File: src/rtl/prog_loader.sv
// -----------------------------------------------------------------------------
// prog_loader
//
// Serial program loader in front of the instruction-fetch stage. It receives an
// MCU program image over a UART line (8N1, LSB first, idle high) and writes it
// into program memory one instruction at a time. The pipeline core is held in
// reset until a complete image has been received and its checksum matches.
//
// Image format on the wire:
//   count byte N (0 means 256), then N x {b0, b1, b2}, then one checksum byte.
//   instruction = {b2[0], b1, b0}; b2[7:1] are padding but still enter the
//   checksum. checksum = XOR of all 3N instruction bytes (count excluded).
//
// Ports:
//   clk         system clock
//   reset       synchronous, active-low reset
//   uart_rx     asynchronous serial input, idle high
//   load_req    one-cycle pulse; restarts loading from DONE or ERROR
//   prog_we     program-memory write strobe, one cycle per instruction
//   prog_addr   program-memory write address
//   prog_wdata  program-memory write data
//   cpu_reset   active-low reset to the core; high only in DONE
//   loading     high while an image is being received
//   done        high once a verified image is in memory
//   frame_err   sticky; a byte with a bad stop bit was seen
//   chk_err     sticky; checksum byte did not match
//
// The instruction packing ({b2[0], b1, b0}) fixes INST_W at 17.
// -----------------------------------------------------------------------------
module prog_loader #(
  parameter int CLKS_PER_BIT = 868,
  parameter int ADDR_W       = 8,
  parameter int INST_W       = 17
) (
  input  logic              clk,
  input  logic              reset,
  input  logic              uart_rx,
  input  logic              load_req,
  output logic              prog_we,
  output logic [ADDR_W-1:0] prog_addr,
  output logic [INST_W-1:0] prog_wdata,
  output logic              cpu_reset,
  output logic              loading,
  output logic              done,
  output logic              frame_err,
  output logic              chk_err
);

  localparam int CNT_W    = $clog2(CLKS_PER_BIT);
  localparam int HALF_BIT = CLKS_PER_BIT / 2;

  localparam logic [CNT_W-1:0] CNT_FULL = CNT_W'(CLKS_PER_BIT - 1);
  localparam logic [CNT_W-1:0] CNT_HALF = CNT_W'(HALF_BIT - 1);

  // ---------------------------------------------------------------------------
  // UART receiver
  // ---------------------------------------------------------------------------
  typedef enum logic [1:0] {
    RX_IDLE,
    RX_START,
    RX_DATA,
    RX_STOP
  } rx_state_e;

  rx_state_e        rx_state_q;
  logic [1:0]       sync_q;
  logic             rx_prev_q;
  logic [CNT_W-1:0] cnt_q;
  logic [2:0]       bit_idx_q;
  logic [7:0]       shift_q;
  logic             byte_valid_q;   // one-cycle pulse, shift_q holds the byte
  logic             stop_err_q;     // one-cycle pulse, stop bit sampled as 0

  logic rx_line;
  assign rx_line = sync_q[1];

  always_ff @(posedge clk) begin
    if (!reset) begin
      // NOTE: the synchroniser resets to the idle line level (1) so that
      // leaving reset never looks like a falling start edge.
      sync_q       <= 2'b11;
      rx_prev_q    <= 1'b1;
      rx_state_q   <= RX_IDLE;
      cnt_q        <= '0;
      bit_idx_q    <= '0;
      shift_q      <= '0;
      byte_valid_q <= 1'b0;
      stop_err_q   <= 1'b0;
    end else begin
      // NOTE: non-blocking assignments everywhere in clocked logic, so every
      // register here sees the previous-cycle value of every other one.
      sync_q       <= {sync_q[0], uart_rx};
      rx_prev_q    <= rx_line;
      byte_valid_q <= 1'b0;
      stop_err_q   <= 1'b0;

      case (rx_state_q)
        RX_IDLE: begin
          if (rx_prev_q && !rx_line) begin
            rx_state_q <= RX_START;
            cnt_q      <= '0;
          end
        end

        // Re-check the line half a bit after the edge; short glitches are
        // rejected here and never reach the byte assembler.
        RX_START: begin
          if (cnt_q == CNT_HALF) begin
            cnt_q     <= '0;
            bit_idx_q <= '0;
            if (rx_line) begin
              rx_state_q <= RX_IDLE;
            end else begin
              rx_state_q <= RX_DATA;
            end
          end else begin
            cnt_q <= cnt_q + 1'b1;
          end
        end

        // From here every sample lands one full bit period later, i.e. near
        // the middle of each bit.
        RX_DATA: begin
          if (cnt_q == CNT_FULL) begin
            cnt_q   <= '0;
            shift_q <= {rx_line, shift_q[7:1]};
            if (bit_idx_q == 3'd7) begin
              rx_state_q <= RX_STOP;
            end else begin
              bit_idx_q <= bit_idx_q + 1'b1;
            end
          end else begin
            cnt_q <= cnt_q + 1'b1;
          end
        end

        RX_STOP: begin
          if (cnt_q == CNT_FULL) begin
            cnt_q        <= '0;
            rx_state_q   <= RX_IDLE;
            byte_valid_q <= rx_line;
            stop_err_q   <= !rx_line;
          end else begin
            cnt_q <= cnt_q + 1'b1;
          end
        end

        default: rx_state_q <= RX_IDLE;
      endcase
    end
  end

  // ---------------------------------------------------------------------------
  // Loader FSM
  // ---------------------------------------------------------------------------
  typedef enum logic [2:0] {
    LD_RX_COUNT,
    LD_RX_B0,
    LD_RX_B1,
    LD_RX_B2,
    LD_RX_CHK,
    LD_DONE,
    LD_ERROR
  } ld_state_e;

  ld_state_e         ld_state_q;
  logic [ADDR_W-1:0] n_last_q;      // address of the final instruction
  logic [7:0]        checksum_q;
  logic              prog_we_q;
  logic [ADDR_W-1:0] prog_addr_q;
  logic [INST_W-1:0] prog_wdata_q;
  logic              cpu_reset_q;
  logic              loading_q;
  logic              done_q;
  logic              frame_err_q;
  logic              chk_err_q;

  always_ff @(posedge clk) begin
    if (!reset) begin
      // Program memory lives outside this block; a reset only aborts the
      // transfer and leaves already-written instructions in place.
      ld_state_q   <= LD_RX_COUNT;
      n_last_q     <= '0;
      checksum_q   <= '0;
      prog_we_q    <= 1'b0;
      prog_addr_q  <= '0;
      prog_wdata_q <= '0;
      cpu_reset_q  <= 1'b0;
      loading_q    <= 1'b1;
      done_q       <= 1'b0;
      frame_err_q  <= 1'b0;
      chk_err_q    <= 1'b0;
    end else begin
      // The write strobe lasts one cycle; the address advances right after
      // it. For N=256 this last increment wraps the address back to 0.
      if (prog_we_q) begin
        prog_we_q   <= 1'b0;
        prog_addr_q <= prog_addr_q + 1'b1;
      end

      if (loading_q && stop_err_q) begin
        // A broken byte makes the rest of the image untrustworthy.
        ld_state_q  <= LD_ERROR;
        frame_err_q <= 1'b1;
        loading_q   <= 1'b0;
        cpu_reset_q <= 1'b0;
      end else begin
        case (ld_state_q)
          LD_RX_COUNT: begin
            if (byte_valid_q) begin
              // Subtracting in 8 bits maps a count of 0 to a last address of
              // 255, which is exactly the "0 means 256" rule.
              n_last_q    <= ADDR_W'(shift_q - 8'd1);
              prog_addr_q <= '0;
              checksum_q  <= '0;
              ld_state_q  <= LD_RX_B0;
            end
          end

          LD_RX_B0: begin
            if (byte_valid_q) begin
              prog_wdata_q[7:0] <= shift_q;
              checksum_q        <= checksum_q ^ shift_q;
              ld_state_q        <= LD_RX_B1;
            end
          end

          LD_RX_B1: begin
            if (byte_valid_q) begin
              prog_wdata_q[15:8] <= shift_q;
              checksum_q         <= checksum_q ^ shift_q;
              ld_state_q         <= LD_RX_B2;
            end
          end

          LD_RX_B2: begin
            if (byte_valid_q) begin
              prog_wdata_q[16] <= shift_q[0];
              checksum_q       <= checksum_q ^ shift_q;
              prog_we_q        <= 1'b1;
              // prog_addr_q still holds the address being written here.
              if (prog_addr_q == n_last_q) begin
                ld_state_q <= LD_RX_CHK;
              end else begin
                ld_state_q <= LD_RX_B0;
              end
            end
          end

          LD_RX_CHK: begin
            if (byte_valid_q) begin
              loading_q <= 1'b0;
              if (shift_q == checksum_q) begin
                ld_state_q  <= LD_DONE;
                cpu_reset_q <= 1'b1;
                done_q      <= 1'b1;
              end else begin
                ld_state_q <= LD_ERROR;
                chk_err_q  <= 1'b1;
              end
            end
          end

          // DONE and ERROR ignore the serial line and wait for a restart.
          LD_DONE, LD_ERROR: begin
            if (load_req) begin
              ld_state_q  <= LD_RX_COUNT;
              frame_err_q <= 1'b0;
              chk_err_q   <= 1'b0;
              checksum_q  <= '0;
              prog_addr_q <= '0;
              cpu_reset_q <= 1'b0;
              done_q      <= 1'b0;
              loading_q   <= 1'b1;
            end
          end

          default: ld_state_q <= LD_RX_COUNT;
        endcase
      end
    end
  end

  assign prog_we    = prog_we_q;
  assign prog_addr  = prog_addr_q;
  assign prog_wdata = prog_wdata_q;
  assign cpu_reset  = cpu_reset_q;
  assign loading    = loading_q;
  assign done       = done_q;
  assign frame_err  = frame_err_q;
  assign chk_err    = chk_err_q;

endmodule

File: config.mk
export PLATFORM = sky130hd
export DESIGN_NAME = prog_loader
export DESIGN_NICKNAME = d
export VERILOG_FILES = /design/src/rtl/prog_loader.sv
export SDC_FILE = /design/constraint.sdc
export NUM_CORES = 1
export LEC_CHECK = 0
export ABC_CLOCK_PERIOD_IN_PS = 2000
export BUFFER_PORTS_ARGS = -buffer_cell sky130_fd_sc_hd__buf_2
export CAP_MARGIN = 20
export CORE_ASPECT_RATIO = 1.75
export CORE_MARGIN = 2
export CORE_UTILIZATION = 59
export CTS_BUF_LIST = sky130_fd_sc_hd__clkbuf_2
export DETAILED_ROUTE_END_ITERATION = 10
export PLACE_DENSITY = 0.79
export SLEW_MARGIN = 20
export SYNTH_ARGS = -nofsm -noshare
export SYNTH_HDL_FRONTEND = slang
export SYNTH_SLANG_ARGS = --single-unit
File: constraint.sdc
create_clock -name clk -period 2 [get_ports clk]
set_input_delay 0.1 -clock clk [delete_from_list [all_inputs] [get_ports clk]]
set_output_delay 0.1 -clock clk [all_outputs]
set_load 0.05 [all_outputs]
==> impl_metrics.yaml, run 1 <==
run_status:
  run_status: "finished, final reports clean"
placement:
  gp_congestion: 0.860
  io_buffers: 34
  dpl.hpwl_um: 5900
worst_setup_path:
  crit_family: "compound AO/OA/AOI/OAI gates"
  worstPathRequired_ps: 2470
  setup.worst_path.class: "register to register"
  endpoint_kind: "register"
  cpMaxStageDelayCell: "dfxtp_1"
  crit_chain: "ha_1 -> and4b_1 -> nand3_4 -> a32oi_4 -> o21ai_2 -> a22o_1"
  rr_worst_depth: 6
  crit_fanout: 6
  slowest_delay_ps: 430
  cp-start-kind: "register"
  path_buf_inv: 0
  cp.depth: 6
  crit_arrival_ps: 2320
pwr:
  power.total_w: 0.00247
  ir_drop_v: 0.000402
  leakagePower_nw: 1.80
  power.density_nw_per_um2: 598
yosys:
  seq_area_frac_synth: 0.414
  synth_nets: 432
  synth_cells: 422
  async_flop_share: 0
  syn_area_per_cell_um2: 8.95
  synth_edf_count: 0
  ys_seq_elements: 78
  synth-main-ff-cell: "dfxtp_1"
  syn_area_um2: 3770
  yosysWarnings: 0
  ys_types: 64
sta:
  rsz0062_at_grt: "no"
  setup_viol: 0
  report.final.slew_viol_count: 0
  slew_headroom: 0.631
  final.setup.tns_ps: 0
  worst_slew_pin_slew_ps: 552
  fmax_mhz: 538
  clock_skew_ps: 19.4
  fin_crit_sh: 0.929
  hold_viol_final: 0
  period_minus_slack_ps: 1860
global_routing:
  grt_pass1_wl_um: 13900
  antenna_found_initial: 0
  grt_start_max_net_pins: 47
  track_usage: 0.256
  grt_pass1_vias: 3053
  grt.overflow.total: 0
die:
  core_um2: 6180
  io_pins: 35
  start_util: 0.611
  die_x_um: 64.5
  rows: 38
  die_area_um2: 7080
  dieHeight_um: 110
clock_network:
  postCtsSetupRepairBufs: 0
  cts_tree: "built"
  clkTransAtPathRegs_ps: 200
  holdBufCountCts: 4
  clock-root-buffer: "clkbuf_2"
  clk_path_buf_depth: 2
  htreeDepth: 3
  clkSinkCount: 78
  cts_resized: 0
  cts_made_buffers: 9
  clk_latency_ps: 540
drt:
  wl_per_cell_um: 15.3
  drt-initial-drc-count: 178
  detail-route-antenna-nets: 0
  wl_um: 8360
  dr.pass1.iters: 5
  drc: 0
  via_count: 3141
  viasPerCell: 5.75
final_layout:
  fin_util: 0.668
  antenna_cells: 0
  drive_gt1_frac: 0.172
  area_delta_synth_final_pct: 9.41
  final_common_cell: "dfxtp_1"
  layout.nets: 471
  final_cell_mix: "dfxtp_1, nor2_1, buf_2"
run:
  maxCapViolCount: 0
hold_path:
  worstHoldPathCells: 1
  min_path_type: "register to register"
-- cells by family after synthesis --
kind of cell | after synthesis | share of synthesized area
AND/OR/NAND/NOR | 165 | 0.224
AO/OA/AOI/OAI | 82 | 0.146
flip-flops | 78 | 0.414
buffers and inverters | 33 | 0.0527
XOR/XNOR | 30 | 0.0696
multiplexers | 27 | 0.0719
adder cells (fa/ha/maj) | 7 | 0.0225
-- Yosys cell counts, drive strengths merged (2+ instances only) --
| library cell | instances | area [um^2] |
|---|---|---|
| a311oi | 2 | 17.5 |
| mux2i | 26 | 260 |
| xnor2 | 6 | 52.6 |
| dfxtp | 78 | 1560 |
| and2 | 2 | 12.5 |
| nand2 | 30 | 115 |
| a21oi | 21 | 105 |
| and3 | 6 | 38.8 |
| and2b | 2 | 16.3 |
| or4 | 2 | 15.0 |
| nand3 | 10 | 62.6 |
| nand3b | 6 | 45.0 |
| nor3b | 2 | 26.3 |
| a211oi | 6 | 45.0 |
| o211a | 2 | 20.0 |
| nand2b | 5 | 31.3 |
| a22o | 2 | 17.5 |
| nand4 | 10 | 62.6 |
| clkbuf | 10 | 48.8 |
| nor2b | 3 | 18.8 |
| xor2 | 24 | 210 |
| o211ai | 2 | 15.0 |
| inv | 9 | 33.8 |
| nor2 | 70 | 270 |
| ha | 6 | 75.1 |
| nor4 | 5 | 46.3 |
| a31oi | 5 | 31.3 |
| o21ai | 27 | 146 |
| nor3 | 6 | 30.0 |
| o31ai | 2 | 15.0 |
| a211o | 2 | 17.5 |
| buf | 14 | 116 |
-- power breakdown --
part           total (W)  switching (W)  internal, W
logic          0.0000696      0.0000471    0.0000225
clock network   0.000831       0.000542     0.000288
registers        0.00157     0.00000604      0.00156
-- registers in the layout (all words and copies together), names as in the netlist, 2 cells and up, named ones only --
signal / cells
bit_idx_q: 3
ld_state_q: 3
sync_q: 2
n_last_q: 8
prog_addr: 8
shift_q: 8
checksum_q: 8
cnt_q: 10
prog_wdata: 17
-- metal layers --
layer | global-route usage | routed length [um]
met1 | 0.252 | 3240
met2 | 0.502 | 4670
met3 | 0.0399 | 200
met4 | 0.134 | 242
met5 | 0 | 0
-- per-stage QoR --
step	setup WS [ps]	instance area, um^2	cells	hold WS, ps
final	141	4130	546	433
after global routing	25.3	4130	546	463
after CTS	134	4130	546	437
after floorplan	276	3770	422	201
after detailed placement	186	3990	526	285
after global placement	223	3990	526	282
-- path summary, 6_finish.rpt --
check	from	to	slack (ps)
worst min-delay path	sync_q[0]	sync_q[1]	430
worst min register to register	sync_q[0]	sync_q[1]	430
worst max register to register	cnt_q[0]	cnt_q[8]	140
worst max-delay path	cnt_q[0]	cnt_q[8]	140
-- final cells by class --
| class | count | area, um^2 |
|---|---|---|
| multi-input cells | 311 | 2010 |
| clock buffers | 11 | 55.1 |
| flip-flops and latches | 78 | 1560 |
| well taps | 80 | 100 |
| repair buffers | 52 | 315 |
| clock inverters | 5 | 50.0 |
| fillers | 526 | 2050 |
| inverters | 9 | 33.8 |
(Power assumes the default switching activity.)
==> run 2, diff against run 1 <==
--- a/config.mk
+++ b/config.mk
@@ -5,6 +5,7 @@
 export SDC_FILE = /design/constraint.sdc
 export NUM_CORES = 1
 export LEC_CHECK = 0
+export ABC_AREA = 1
 export ABC_CLOCK_PERIOD_IN_PS = 2000
 export BUFFER_PORTS_ARGS = -buffer_cell sky130_fd_sc_hd__buf_2
 export CAP_MARGIN = 20
@@ -13,7 +14,8 @@
 export CORE_UTILIZATION = 59
 export CTS_BUF_LIST = sky130_fd_sc_hd__clkbuf_2
 export DETAILED_ROUTE_END_ITERATION = 10
-export PLACE_DENSITY = 0.79
+export GPL_TIMING_DRIVEN = 0
+export PLACE_DENSITY = 0.8
 export SLEW_MARGIN = 20
 export SYNTH_ARGS = -nofsm -noshare
 export SYNTH_HDL_FRONTEND = slang
==> run 2 against run 1 <==
First-iteration DRC count increased by 14%. Via count increased by 10%. Sequential power about the same. Largest power group unchanged. Worst setup slack improved by 130 ps.
==> impl_metrics.yaml, run 2 <==
yosys:
  ys_types: 34
  syn_area_per_cell_um2: 7.02
  synth-main-ff-cell: "dfxtp_1"
  yosysWarnings: 0
  ys_seq_elements: 78
  synthTopCellsByArea: "dfxtp_1, nand2_1, a21oi_1"
  synth_nets: 527
  synth-xor-area-share: 0.0338
  synth-simple-area-share: 0.267
  syn_area_um2: 3630
  async_flop_share: 0
  synth_cells: 517
  synthTopCellsByCount: "nand2_1, dfxtp_1, nor2_1, inv_1, a21oi_1"
  seq_area_frac_synth: 0.430
  synth_top_area_frac: 0.430
  synth_top_family_by_area: "simple AND/OR/NAND/NOR gates"
  synth.most_common_cell: "nand2_1"
  synth.area.mux_share: 0
  post_synth_fa_ha_maj_area_fraction: 0.0207
  synth_compound_area_frac: 0.162
  yosysTopAreaCell: "dfxtp_1"
  synth_edf_count: 0
run_status:
  run_status: "finished, final reports clean"
final_layout:
  seq_area_um2: 1560
  drive_gt1_frac: 0.132
  antenna_cells: 0
  final_cell_mix: "nand2_1, dfxtp_1, nor2_1"
  largest_reg_flops: 17
  final_common_cell: "nand2_1"
  fillers: 524
  layout.nets: 575
  multi_input_area_um2: 1760
  area_delta_synth_final_pct: 11.6
  stdcell_count: 648
global_routing:
  grtUsageMet3: 0.0356
  busiest_layer: "met2"
  grt_pass1_vias: 3250
  grt.overflow.total: 0
  use_met1: 0.276
  grt_start_max_net_pins: 15
  grt_pass1_wl_um: 14600
  antenna_found_initial: 0
  track_usage: 0.273
  grt_use_met2: 0.523
die:
  start_util: 0.612
  die_area_um2: 6820
  die_x_um: 63.3
  core_um2: 5930
  rows: 37
  io_pins: 35
  dieHeight_um: 108
drt:
  viasPerCell: 5.34
  wl_um: 8710
  dr.pass1.iters: 5
  via_count: 3458
  wl_per_cell_um: 13.4
  drc: 0
  drt-initial-drc-count: 203
  detail-route-antenna-nets: 0
worst_setup_path:
  path_buf_inv: 1
  setup.worst_path.class: "register to register"
  cpMaxStageDelayCell: "dfxtp_2"
  crit_family: "simple AND/OR/NAND/NOR gates"
  crit_arrival_ps: 2190
  endpoint_kind: "register"
  slowest_delay_ps: 410
  crit_chain: "ha_1 -> nand2_1 -> nor2_1 -> nand4_1 -> clkbuf_2 -> o21ai_0 -> a21oi_1"
  crit_fanout: 10
  worstPathRequired_ps: 2460
  cp-start-kind: "register"
sta:
  final.setup.tns_ps: 0
  period_minus_slack_ps: 1730
  slew_headroom: 0.579
  fmax_mhz: 579
  clock_skew_ps: 27.6
  worst_slew_pin_slew_ps: 632
  rsz0062_at_grt: "no"
  hold_viol_final: 0
  setup_viol: 0
  report.final.slew_viol_count: 0
  fin_crit_sh: 0.864
clock_network:
  cts_made_buffers: 9
  htreeDepth: 3
  clock-root-buffer: "clkbuf_2"
  cts_tree: "built"
  clkTransAtPathRegs_ps: 220
  clk_latency_ps: 550
  clkSinkCount: 78
  clk_path_buf_depth: 2
hold_path:
  min_path_type: "primary input to register"
pwr:
  p_int_w: 0.00191
  ir_drop_v: 0.000555
  combPwrFrac: 0.061
  p_seq_frac: 0.608
  power_switching_w: 0.000700
  leakagePower_nw: 1.87
  switching_share: 0.268
  power.density_nw_per_um2: 645
  clkPwrFrac: 0.331
placement:
  gp_congestion: 0.872
  dpl.hpwl_um: 6690
  io_buffers: 33
  dp.cells: 628
run:
  maxCapViolCount: 0
[run 2: timing repair]
action | in CTS | in global routing
hold buffers | 3 | 0
buffers inserted | 0 | 1
gates resized for setup | 0 | 3
endpoints found under the setup margin | 0 | 6
hold endpoints to repair | 4 | 0
[run 2: worst min-delay path, cell delays in order]
cell and delay [ps]:
dlygate4sd3_1 530, buf_2 100, or2_2 80
[run 2: power groups by stage]
| stage | Clock (W) | Sequential [W] | Combinational [W] |
|---|---|---|---|
| after floorplan | 0 | 0.00161 | 0.000114 |
| after global placement | 0 | 0.00161 | 0.000152 |
| after detailed placement | 0 | 0.00161 | 0.000155 |
| after CTS | 0.000865 | 0.00158 | 0.000160 |
| after global routing | 0.000921 | 0.00159 | 0.000184 |
| final | 0.000864 | 0.00159 | 0.000160 |
[run 2: cells by family after synthesis]
logic type,after synthesis
XOR/XNOR,14
flip-flops,78
buffers and inverters,79
AO/OA/AOI/OAI,112
AND/OR/NAND/NOR,228
adder cells (fa/ha/maj),6
[run 2: final cells by class]
| type | instances | area share |
|---|---|---|
| buffer | 14 | 0.0167 |
| clock buffer | 9 | 0.0111 |
| clock inverter | 7 | 0.0176 |
| inverter | 65 | 0.0603 |
| multi-input combinational | 360 | 0.434 |
| sequential | 78 | 0.386 |
| tap | 78 | 0.0241 |
| timing repair buffer | 37 | 0.0501 |
[run 2: final timing paths]
path	startpoint	to	slack, ps	depth (start not counted)
hold reg to reg	sync_q[0]	sync_q[1]	450	1
hold / removal	uart_rx	sync_q[0]	270	3
setup reg to reg	cnt_q[0]	shift_q[6]	270	7
setup / recovery	cnt_q[0]	shift_q[6]	270	7
[run 2: metal layers]
| metal | part of all wire | wire length [um] |
|---|---|---|
| met5 | 0 | 0 |
| met4 | 0.037 | 320 |
| met2 | 0.56 | 4860 |
| met1 | 0.37 | 3260 |
| met3 | 0.031 | 272 |
[run 2: stage by stage]
stage          instance area (um^2)  hold slack, ps   util  power (W)  setup slack (ps)
2_1_floorplan                  3630             207      -    0.00172               307
3_3_place_gp                   3890             287  0.656    0.00177               206
3_5_place_dp                   3890             292  0.656    0.00177               156
4_1_cts                        4040             268  0.681    0.00261               100
5_1_grt                        4050             256  0.683    0.00269              42.7
6_report                       4050             271  0.683    0.00261               272
==> run 3, diff against run 2 <==
--- a/config.mk
+++ b/config.mk
@@ -11,11 +11,10 @@
 export CAP_MARGIN = 20
 export CORE_ASPECT_RATIO = 1.75
 export CORE_MARGIN = 2
-export CORE_UTILIZATION = 59
+export CORE_UTILIZATION = 40
 export CTS_BUF_LIST = sky130_fd_sc_hd__clkbuf_2
 export DETAILED_ROUTE_END_ITERATION = 10
 export GPL_TIMING_DRIVEN = 0
-export PLACE_DENSITY = 0.8
 export SLEW_MARGIN = 20
 export SYNTH_ARGS = -nofsm -noshare
 export SYNTH_HDL_FRONTEND = slang
==> run 3 against run 2 <==
Sequential cell count stayed put. Final area is 2.8% higher. First-iteration DRC count is 15% lower. Critical path depth is 4 higher. Core utilization is 22 points lower. Highest routed layer unchanged. Clock-buffer cell count stayed put. Die area is 45% higher. Register-to-register slack worse by 50 ps. Clock skew is 7.1 ps lower.
==> impl_metrics.yaml, run 3 (synthesized netlist as in run 2, its figures left out) <==
run_status:
  run_status: "finished, final reports clean"
drt:
  wl_per_cell_um: 12.9
  viasPerCell: 4.89
  via_count: 3372
  drt-initial-drc-count: 173
  detail-route-antenna-nets: 0
  dr.pass1.iters: 5
  drc: 0
  wl_um: 8930
sta:
  period_minus_slack_ps: 1770
  final.setup.tns_ps: 0
  slew_headroom: 0.568
  hold_viol_final: 0
  report.final.slew_viol_count: 0
  fin_crit_sh: 0.887
  clock_skew_ps: 20.5
  rsz0062_at_grt: "no"
  worst_slew_pin_slew_ps: 648
  fmax_mhz: 564
  setup_viol: 0
die:
  io_pins: 35
  dieHeight_um: 130
  rows: 46
  core_um2: 8920
  die_area_um2: 9880
  start_util: 0.407
  die_x_um: 76.0
clock_network:
  clock-root-buffer: "clkbuf_2"
  cts_made_buffers: 9
  htreeDepth: 3
  clkTransAtPathRegs_ps: 220
  cts_tree: "built"
  clk_path_buf_depth: 2
  cts_resized: 0
  clk_latency_ps: 530
  clkSinkCount: 78
worst_setup_path:
  cp-start-kind: "register"
  crit_chain: "ha_1 -> nand2_1 -> nor2_1 -> nand3_1 -> nand2_1 -> nand2_1 -> buf_2 -> nand2_1 -> o21ai_0 -> o211ai_1 -> inv_1"
  slowest_delay_ps: 460
  crit_family: "simple AND/OR/NAND/NOR gates"
  crit_fanout: 10
  cpMaxStageDelayCell: "dfxtp_1"
  endpoint_kind: "register"
  worstPathRequired_ps: 2450
  crit_arrival_ps: 2220
  path_buf_inv: 2
  cpMostUsedCell: "nand2_1"
  setup.worst_path.class: "register to register"
hold_path:
  min_path_type: "primary input to register"
global_routing:
  grt_start_max_net_pins: 14
  antenna_found_initial: 0
  grt.overflow.total: 0
  grt_pass1_wl_um: 14700
  track_usage: 0.190
  grt_pass1_vias: 3203
placement:
  gp_congestion: 0.844
  dpl.hpwl_um: 6910
  io_buffers: 33
final_layout:
  fillers: 904
  drive_gt1_frac: 0.130
  layout.nets: 575
  final_common_cell: "nand2_1"
  largest_reg_flops: 17
  final_cell_mix: "nand2_1, dfxtp_1, nor2_1"
  seq_area_um2: 1560
  multi_input_area_um2: 1760
  area_delta_synth_final_pct: 14.7
  antenna_cells: 0
pwr:
  power.total_w: 0.00296
  ir_drop_v: 0.000491
  leakagePower_nw: 1.90
  power.density_nw_per_um2: 711
run:
  maxCapViolCount: 0
## run 3: cell types whose count changed in the layout (fill, tap and decap cells not counted), sizes merged
| cell | delta |
|---|---|
| bufinv | +3 |
| inv | -2 |
| clkinv | -1 |
## run 3: report_power, final
part	switching, W	internal (W)	leakage (nW)
logic	0.000110	0.0000478	1.17
registers	0.0000149	0.00157	0.629
clock network	0.000562	0.000657	0.0995
## run 3: final cells by class
cell class              count  share of cell area
repair buffers             37              0.0487
well taps                 120              0.0361
inverters                  65              0.0586
flip-flops and latches     78               0.375
clock buffers               9              0.0108
multi-input cells         360               0.422
plain buffers              14              0.0159
clock inverters             7              0.0328
## run 3: worst min-delay path, cell delays in order
cell and delay (ps):
dlygate4sd3_1 520, buf_2 90, or2_2 80
## run 3: worst paths after layout
path / end / start / cells past startpoint / slack (ps)
worst max-delay path: cnt_q[2] / cnt_q[0] / 11 / 230
worst min-delay path: sync_q[0] / uart_rx / 3 / 260
worst max register to register: cnt_q[2] / cnt_q[0] / 11 / 230
worst min register to register: sync_q[1] / sync_q[0] / 1 / 450
## run 3: routing by layer
metal | global-route usage | vias to the layer above | part of all wire
li1 | - | 1766 | -
met1 | 0.182 | 1534 | 0.39
met2 | 0.376 | 55 | 0.55
met3 | 0.0394 | 17 | 0.030
met4 | 0.103 | 0 | 0.033
met5 | 0 | - | 0
## run 3: repair_timing
action                     in CTS  in global routing
hold endpoints to repair        4                  0
hold buffers                    3                  0
setup buffers                   0                  1
setup endpoints to repair       0                  3
## run 3: per-stage QoR
| step | utilization | hold WS [ps] | setup slack, ps | cells | area (um^2) |
|---|---|---|---|---|---|
| floorplan | - | 207 | 307 | 517 | 3630 |
| global placement | 0.442 | 289 | 200 | 670 | 3940 |
| detailed placement | 0.442 | 289 | 196 | 670 | 3940 |
| CTS | 0.466 | 218 | 154 | 689 | 4150 |
| global route | 0.466 | 236 | 1.18 | 690 | 4160 |
| finish | 0.466 | 264 | 227 | 690 | 4160 |
